--- src/rtl/kmer_builder_if.sv ---
// Character-in / k-mer-array-out bundle between a sequence reader and the k-mer builder.
// master = reader/consumer side, slave = kmer_builder.
interface kmer_builder_if #(
    parameter int KMER_LEN  = 16,
    parameter int NUM_KMERS = 49
);
    localparam int WORD_W  = 2 * KMER_LEN;
    localparam int SEQ_LEN = NUM_KMERS + KMER_LEN - 1;
    localparam int CNT_W   = $clog2(SEQ_LEN + 1);

    logic [7:0]                        charIn;
    logic                              charValid;
    logic                              charReady;
    logic                              seqRestart;
    logic [NUM_KMERS-1:0][WORD_W-1:0]  kmersSeq;
    logic                              kmersValid;
    logic                              kmersAck;
    logic                              badChar;
    logic [CNT_W-1:0]                  baseCount;

    modport master (
        output charIn, charValid, seqRestart, kmersAck,
        input  charReady, kmersSeq, kmersValid, badChar, baseCount
    );

    modport slave (
        input  charIn, charValid, seqRestart, kmersAck,
        output charReady, kmersSeq, kmersValid, badChar, baseCount
    );
endinterface

--- src/rtl/kmer_builder.sv ---
// Packs an ASCII nucleotide stream into overlapping 2-bit-per-base k-mers; kmersValid one cycle after the last base.
// Backpressure: charReady drops while the finished array is held, until kmersAck or seqRestart.
module kmer_builder #(
    parameter int KMER_LEN  = 16,
    parameter int NUM_KMERS = 49
) (
    input  logic           clk,
    input  logic           rstN,
    kmer_builder_if.slave  bus
);
    localparam int WORD_W  = 2 * KMER_LEN;
    localparam int SEQ_LEN = NUM_KMERS + KMER_LEN - 1;
    localparam int CNT_W   = $clog2(SEQ_LEN + 1);

    localparam logic [CNT_W-1:0] CNT_FULL  = CNT_W'(SEQ_LEN);
    localparam logic [CNT_W-1:0] CNT_FIRST = CNT_W'(KMER_LEN);
    localparam logic [CNT_W-1:0] CNT_ONE   = CNT_W'(1);

    typedef enum logic {FILL, HOLD} state_t;

    state_t                            state;
    state_t                            state_nxt;
    logic [WORD_W-1:0]                 window;
    logic [WORD_W-1:0]                 window_shift;
    logic [CNT_W-1:0]                  base_count;
    logic [CNT_W-1:0]                  count_inc;
    logic [CNT_W-1:0]                  wr_idx;
    logic [NUM_KMERS-1:0][WORD_W-1:0]  kmers;
    logic                              bad_char;
    logic [1:0]                        code;
    logic                              is_base;
    logic                              take;
    logic                              shift_en;
    logic                              clear_en;
    logic                              bad_nxt;
    logic                              wr_en;

    always_comb begin
        code    = 2'b00;
        is_base = 1'b0;
        case (bus.charIn)
            8'h41, 8'h61: begin code = 2'b00; is_base = 1'b1; end
            8'h43, 8'h63: begin code = 2'b01; is_base = 1'b1; end
            8'h47, 8'h67: begin code = 2'b10; is_base = 1'b1; end
            8'h54, 8'h74: begin code = 2'b11; is_base = 1'b1; end
            default:      begin code = 2'b00; is_base = 1'b0; end
        endcase
    end

    // The count never passes CNT_FULL: reaching it moves us to HOLD, where nothing is shifted.
    assign count_inc    = (base_count == CNT_FULL) ? base_count : base_count + CNT_ONE;
    assign window_shift = (window << 2) | WORD_W'(code);
    assign wr_en        = shift_en && (count_inc >= CNT_FIRST);
    assign wr_idx       = count_inc - CNT_FIRST;

    always_ff @(posedge clk) begin
        if (rstN) begin
            state <= FILL;
        end else begin
            state <= state_nxt;
        end
    end

    always_comb begin
        state_nxt      = state;
        shift_en       = 1'b0;
        clear_en       = 1'b0;
        bad_nxt        = 1'b0;
        bus.charReady  = 1'b0;
        bus.kmersValid = 1'b0;
        take           = 1'b0;
        case (state)
            FILL: begin
                bus.charReady = 1'b1;
                take          = bus.charValid;
                // Restart wins over a character landing in the same cycle.
                if (bus.seqRestart) begin
                    clear_en = 1'b1;
                end else if (take && is_base) begin
                    shift_en = 1'b1;
                    if (count_inc == CNT_FULL) begin
                        state_nxt = HOLD;
                    end
                end else if (take) begin
                    bad_nxt = 1'b1;
                end
            end
            HOLD: begin
                bus.kmersValid = 1'b1;
                if (bus.kmersAck || bus.seqRestart) begin
                    clear_en  = 1'b1;
                    state_nxt = FILL;
                end
            end
            default: begin
                state_nxt = FILL;
            end
        endcase
    end

    always_ff @(posedge clk) begin
        if (rstN) begin
            window     <= '0;
            base_count <= '0;
            kmers      <= '0;
            bad_char   <= 1'b0;
        end else begin
            bad_char <= bad_nxt;
            if (clear_en) begin
                window     <= '0;
                base_count <= '0;
            end else if (shift_en) begin
                window     <= window_shift;
                base_count <= count_inc;
            end
            // Old k-mers survive an ack; they are only overwritten by the next fill.
            for (int i = 0; i < NUM_KMERS; i++) begin
                if (wr_en && (wr_idx == CNT_W'(i))) begin
                    kmers[i] <= window_shift;
                end
            end
        end
    end

    assign bus.kmersSeq  = kmers;
    assign bus.badChar   = bad_char;
    assign bus.baseCount = base_count;

    a_hold_stable: assert property (@(posedge clk) disable iff (rstN)
        (state == HOLD) |=> $stable(kmers));

    a_hold_full: assert property (@(posedge clk) disable iff (rstN)
        (state == HOLD) |-> (base_count == CNT_FULL));

    a_count_range: assert property (@(posedge clk) disable iff (rstN)
        base_count <= CNT_FULL);

endmodule

--- src/flat_wrapper.sv ---
// flat-port wrapper written by rule: the top's interface ports become plain ports
module kmer_builder_flat 
#(
    parameter int KMER_LEN  = 16,
    parameter int NUM_KMERS = 49
)
  (clk, rstN, bus_charIn, bus_charValid, bus_seqRestart, bus_kmersAck, bus_charReady, bus_kmersSeq, bus_kmersValid, bus_badChar, bus_baseCount);
  kmer_builder_if #(.KMER_LEN(KMER_LEN), .NUM_KMERS(NUM_KMERS)) bus_i ();
  input  logic clk;
  input  logic rstN;
  input wire logic [$bits(bus_i.charIn)-1:0] bus_charIn;
  input wire logic [$bits(bus_i.charValid)-1:0] bus_charValid;
  input wire logic [$bits(bus_i.seqRestart)-1:0] bus_seqRestart;
  input wire logic [$bits(bus_i.kmersAck)-1:0] bus_kmersAck;
  output wire logic [$bits(bus_i.charReady)-1:0] bus_charReady;
  output wire logic [$bits(bus_i.kmersSeq)-1:0] bus_kmersSeq;
  output wire logic [$bits(bus_i.kmersValid)-1:0] bus_kmersValid;
  output wire logic [$bits(bus_i.badChar)-1:0] bus_badChar;
  output wire logic [$bits(bus_i.baseCount)-1:0] bus_baseCount;
  assign bus_i.charIn = bus_charIn;
  assign bus_i.charValid = bus_charValid;
  assign bus_i.seqRestart = bus_seqRestart;
  assign bus_i.kmersAck = bus_kmersAck;
  assign bus_charReady = bus_i.charReady;
  assign bus_kmersSeq = bus_i.kmersSeq;
  assign bus_kmersValid = bus_i.kmersValid;
  assign bus_badChar = bus_i.badChar;
  assign bus_baseCount = bus_i.baseCount;
  kmer_builder #(.KMER_LEN(KMER_LEN), .NUM_KMERS(NUM_KMERS)) u_core (.clk(clk), .rstN(rstN), .bus(bus_i));
endmodule
--- config.mk ---
export PLATFORM = sky130hd
export DESIGN_NAME = kmer_builder_flat
export DESIGN_NICKNAME = d
export VERILOG_FILES = /design/src/rtl/kmer_builder_if.sv /design/src/rtl/kmer_builder.sv /design/src/flat_wrapper.sv
export SDC_FILE = /design/constraint.sdc
export NUM_CORES = 2
export LEC_CHECK = 0
export ABC_CLOCK_PERIOD_IN_PS = 10450
export CORE_AREA = 5 5 616 618
export DETAILED_ROUTE_END_ITERATION = 7
export DIE_AREA = 0 0 621 623
export PLACE_DENSITY = 0.38
export SLEW_MARGIN = 20
export SYNTH_ARGS = -nofsm -noshare
export SYNTH_HDL_FRONTEND = slang
export SYNTH_SLANG_ARGS = --single-unit
export TNS_END_PERCENT = 50
--- constraint.sdc ---
create_clock -name clk -period 10.45 [get_ports clk]
set_input_delay 2.6125 -clock clk [delete_from_list [all_inputs] [get_ports clk]]
set_output_delay 2.6125 -clock clk [all_outputs]
set_load 0.02 [all_outputs]
### Yosys cells after proc, flatten, opt, wreduce, memory -nomap -nowiden

Cells that the tools add are included.

| word-level totals | value |
|---|---|
| register bits after elaboration | 1607 |
| bits of input ports | 13 |
| output and inout bits | 1578 |

| operators by class | value |
|---|---|
| $add $sub $neg | 2 |
| magnitude comparators | 1 |
| eq/ne operators | 58 |
| multiplexer cells | 17 |
| bitwise logic cells | 2 |
| reduce and logical (&&, ||, !) cells | 59 |

Operator list:

| operator | number |
|---|---|
| $eq 7x6->1 const B | 17 |
| $eq 7x5->1 const B | 16 |
| $eq 8x7->1 const B | 8 |
| $eq 7x4->1 const B | 8 |
| $logic_and 1x1->1 | 51 |
| $or 32x2->32 | 1 |
| $eq 7x3->1 const B | 4 |
| $eq 7x2->1 const B | 2 |
| $eq 7x7->1 const B | 2 |
| $mux 1 | 13 |
| $reduce_or 2->1 | 4 |
| $reduce_or 8->1 | 1 |
| $add 7x1->7 const B | 1 |
| $eq 7x1->1 const B | 1 |
| $ge 7x5->1 const B | 1 |
| $logic_not 7->1 | 1 |
| $mux 7 | 1 |
| $sub 7x5->7 const B | 1 |
| $pmux 2 s3 | 1 |
| $pmux 1 s2 | 2 |
| $reduce_or 4->1 | 1 |
| $logic_or 1x1->1 | 1 |
| $not 1->1 | 1 |

### Logic depth before layout (Yosys ltp)

| logic depth | value |
|---|---|
| depth after elaboration | 9 |
| mapped depth | 14 |

### Worst setup path before layout

No wires, ideal clock.

| path | value |
|---|---|
| path kind | input to register |
| from | in bus_charIn[3] |
| to | reg u_core.kmers (netlist bit u_core.bus.kmersSeq[353]) |
| setup time | 142 ps |
| arrival | 4560 ps |
| required time | 10308 ps |
| slack | 5748 ps |
| cell stages on the path | 8 |
| path through | nor3b_1 nand2_1 nor3_1 clkbuf_1 clkbuf_1 nand3_1 buf_1 mux2i_1 |

| between the ends | value |
|---|---|
| cells in the longest elaborated chain, start to end | 9 |
| elaborated cells between the ends (all ways) | 21 |
| classes of those cells | eq/ne: 8; mux: 5; bitwise: 1; reduce/logical: 7 |

Ends and longest elaborated chain:

| item | line | RTL |
|---|---|---|
| start: declaration | flat_wrapper.sv:11 | `input wire logic [$bits(bus_i.charIn)-1:0] bus_charIn;` |
| $eq 8x7->1 | kmer_builder.sv:41 | `case (bus.charIn)` |
| $reduce_or 8->1 (no line) | n/a |  |
| $mux 1 | kmer_builder.sv:41 |  |
| $logic_and 1x1->1 | kmer_builder.sv:79 | `end else if (take && is_base) begin` |
| $mux 1 | kmer_builder.sv:79 |  |
| $mux 1 | kmer_builder.sv:77 | `if (bus.seqRestart) begin` |
| $mux 1 | kmer_builder.sv:72 | `case (state)` |
| $logic_and 1x1->1 | kmer_builder.sv:53 | `assign wr_en = shift_en && (count_inc >= CNT_FIRST);` |
| $logic_and 1x1->1 | kmer_builder.sv:118 | `if (wr_en && (wr_idx == CNT_W'(i))) begin` |
| end signal: indexed assignment | kmer_builder.sv:119 | `kmers[i] <= window_shift;` |
| end: declaration | kmer_builder.sv:28 | `logic [NUM_KMERS-1:0][WORD_W-1:0] kmers;` |

Several ways; a longest one is shown, not always the timed one.
A chain may end at the register's enable or synchronous reset.

### Worst setup path after layout

| path | value |
|---|---|
| from | in bus_charIn[6] |
| to | reg u_core.kmers (netlist bit u_core.bus.kmersSeq[344]) |

| between the ends | value |
|---|---|
| cells in the longest elaborated chain, start to end | 9 |
| elaborated cells between the ends (all ways) | 16 |
| classes of those cells | eq/ne: 8; mux: 4; reduce/logical: 4 |

Ends and longest elaborated chain:

| item | line |
|---|---|
| $eq 8x7->1 | kmer_builder.sv:41 |
| $reduce_or 8->1 (no line) (*) | n/a |
| $mux 1 (*) | kmer_builder.sv:41 |
| $logic_and 1x1->1 (*) | kmer_builder.sv:79 |
| $mux 1 (*) | kmer_builder.sv:79 |
| $mux 1 (*) | kmer_builder.sv:77 |
| $mux 1 (*) | kmer_builder.sv:72 |
| $logic_and 1x1->1 (*) | kmer_builder.sv:53 |
| $logic_and 1x1->1 (*) | kmer_builder.sv:118 |

Mark *: on every way between the ends. The rest lies on a longest branch, timed or not.

==> flow_metrics.env <==
export IMPL_cts_tree="built"
export IMPL_synthCells=5545
export IMPL_syn_to_final_growth_pct=46.0
export IMPL_netlist_area_sq_mm=0.0614
export IMPL_r2r_end="u_core.bus.kmersSeq[1077]$_SDFFE_PP0P_"
export IMPL_grt_ovfl_total=0
export IMPL_multi_input_area_sq_mm=0.0277
export IMPL_worst_r2r_cell_count=10
export IMPL_clock_path_buffers=4
export IMPL_first_pass_iters=5
export IMPL_met1_length_microns=130000
export IMPL_stdcell_count=12100
export IMPL_tns_ns=0
export IMPL_fmaxAchievable_ghz=0.173
export IMPL_slew_headroom=0.0287
export IMPL_crit_fanout=32
export IMPL_grt_pass1_wl_microns=439000
export IMPL_setup_violations=0
export IMPL_cts_resized=0
export IMPL_synth_area_leaders="dfxtp_1, mux2i_1, nand2b_1, clkbuf_1, buf_2"
export IMPL_cp_required_ns=11.21
export IMPL_synth_edf_count=0
export IMPL_grt_pass1_vias=46300
export IMPL_top_layer_used="met4"
export IMPL_worst_slew_pin_slew_ns=1.46
export IMPL_ys_warn_count=0
export IMPL_io_pins=1591
export IMPL_crit_arrival_ns=6.55
export IMPL_dpl_cell_count=11700
export IMPL_avgSynthCellArea_sq_um=11.1
export IMPL_worst_clock_skew_ns=0.0579
export IMPL_p_per_area_mw_per_mm2=151
export IMPL_rows=225
export IMPL_async_reset_ff_frac=0
export IMPL_synth_largest_area_cell="dfxtp_1"
export IMPL_clkLatencyLatePin_ns=0.90
export IMPL_finalHoldViolations=0
export IMPL_antenna_found_initial=35
export IMPL_synth_most_common_cell="dfxtp_1"
export IMPL_port_buffers=1589
export IMPL_root_buffer="clkbuf_16"
export IMPL_rsz0062_at_grt="no"
export IMPL_synth_top_area_frac=0.524
export IMPL_drtIter0Drc=2295
export IMPL_avgViaCountPerCell=3.75
export IMPL_die_w_microns=621
export IMPL_wl_per_cell_microns=27.5
export IMPL_outcome="complete, no violations"
export IMPL_vias=45400
export IMPL_start_util=0.164
export IMPL_total_power_w=0.0136
export IMPL_yosysSeqAreaShare=0.524
export IMPL_rr_startpoint="u_core.bus.baseCount[0]$_SDFFE_PP0P_"
export IMPL_place_congestion=0.757
export IMPL_cts_buffers=205
export IMPL_wl_microns=332000
export IMPL_ir_worst_vdd_v=0.000125
export IMPL_wl_met2_microns=170000
export IMPL_holdCritPathClass="reg -> reg"
export IMPL_min_to="u_core.bus.kmersSeq[1151]$_SDFFE_PP0P_"
export IMPL_synth_common_cells="dfxtp_1, nand2b_1, mux2i_1, clkbuf_1, buf_2"
export IMPL_post_route_util=0.240
export IMPL_fillCellCount=40000
export IMPL_period_share=0.554
export IMPL_min_from="u_core.bus.kmersSeq[1151]$_SDFFE_PP0P_"
export IMPL_die_h_microns=623
export IMPL_coreArea_sq_mm=0.374
export IMPL_critPathKind="in -> reg"
export IMPL_p_leak_nw=39.5
export IMPL_maxSlewViolCount=0
export IMPL_crit_path_start_kind="input pin"
export IMPL_drc=0
export IMPL_wl_met3_microns=21600
export IMPL_ant_nets=0
export IMPL_post_cts_repair_setup_buffers=0
export IMPL_drive_gt1_frac=0.0697
export IMPL_dieArea_sq_mm=0.387
export IMPL_nets=6937
export IMPL_reg2reg_slack_ns=5.50
export IMPL_hold_depth=2
export IMPL_fin_crit_ns=5.79
export IMPL_synth_ff_type="dfxtp_1"
export IMPL_track_usage=0.164
export IMPL_syn_nets=5563
export IMPL_path_clk_slew_ns=0.06
export IMPL_cts_max_level=4
export IMPL_worstSetupEndpointType="flip-flop"
export IMPL_drv_cap=0
export IMPL_seq_area_sq_mm=0.0322
export IMPL_ys_types=45
export IMPL_ys_ff_latch=1607
export IMPL_clock_sinks=1607
export IMPL_dp_hpwl_microns=218000
export IMPL_grt_max_degree=268
export IMPL_ctsHoldBuffers=0
-- report_power, final --
group	switching, W	leakage (nW)	internal (W)	total [W]
clock network	0.00304	3.31	0.00420	0.00724
registers	0.000000126	12.9	0.00613	0.00613
logic	0.0000985	23.2	0.000105	0.000203
total	0.00314	39.5	0.0104	0.0136
-- cell families (layout without fill, tap and decap cells) --
logic type      count (synthesis)  count (layout)  synth area share
compound gates                 59              59           0.00609
buf+inv                       524            2054            0.0348
simple gates                 1773            1773             0.177
fa+ha+maj                       5               5           0.00102
xor+xnor                        9               9           0.00128
other cells                     0              13                 0
flops                        1607            1607             0.524
mux                          1568            1568             0.256
-- layout make-up --
class | count | area share
clock buffers | 304 | 0.0673
flip-flops and latches | 1607 | 0.359
multi-input cells | 3414 | 0.309
repair buffers | 1685 | 0.186
inverters | 6 | 0.000251
clock inverters | 59 | 0.00812
well taps | 4994 | 0.0697
diodes | 13 | 0.000363
-- metal layers --
metal,GRT usage,vias up
met4,0.0505,0
met1,0.184,22600
met2,0.299,1308
li1,-,21000
met3,0.0464,389
met5,0,-
-- registers in the layout, summed over array words and instances (netlist names) --
register	flops
u_core.bus.badChar	1
u_core.bus.kmersSeq	1568
u_core.window	30
u_core.state	1
u_core.bus.baseCount	7
-- critical path, stage by stage --
cell and delay [ns]:
clkdlybuf4s50_1 0.45, nor3b_1 0.59, buf_4 0.29, nand2_1 0.26
nor3_2 0.84, buf_4 0.35, nand3_4 0.59, mux2i_1 0.39
-- how the worst max path moves through the flow --
stage / slack [ns] / endpoint / start
after floorplan: 5.75 / u_core.bus.kmersSeq[353]$_SDFFE_PP0P_ / bus_charIn[3]
after global placement: 3.69 / u_core.bus.kmersSeq[344]$_SDFFE_PP0P_ / bus_charIn[6]
after detailed placement: 3.67 / u_core.bus.kmersSeq[344]$_SDFFE_PP0P_ / bus_charIn[6]
final: 4.66 / u_core.bus.kmersSeq[344]$_SDFFE_PP0P_ / bus_charIn[6]
after global routing: 4.56 / u_core.bus.kmersSeq[344]$_SDFFE_PP0P_ / bus_charIn[6]
after CTS: 4.64 / u_core.bus.kmersSeq[344]$_SDFFE_PP0P_ / bus_charIn[6]
-- placed cells by master, fill, tap and decap left out, types with 13 or more instances in the layout --
cell type	netlist	routed
clkdlybuf4s50_1	0	1588
nand2b_4	0	31
nand3_4	0	22
clkinv_2	0	27
clkbuf_1	365	48
nand2b_1	1601	1570
a21oi_1	38	37
dfxtp_1	1607	1607
diode_2	0	13
clkbuf_8	0	49
clkbuf_16	0	207
mux2i_1	1568	1568
nand4_1	17	17
buf_4	0	89
nand2_1	70	68
-- through the flow --
step | instance area, sq um | hold WS, ns | worst slack [ns]
2_1_floorplan | 61400 | 0.437 | 5.75
3_3_place_gp | 82800 | 0.461 | 3.69
3_5_place_dp | 82800 | 0.463 | 3.67
4_1_cts | 89600 | 0.474 | 4.64
5_1_grt | 89600 | 0.488 | 4.56
6_report | 89600 | 0.470 | 4.66
(Power assumes the default switching activity.)
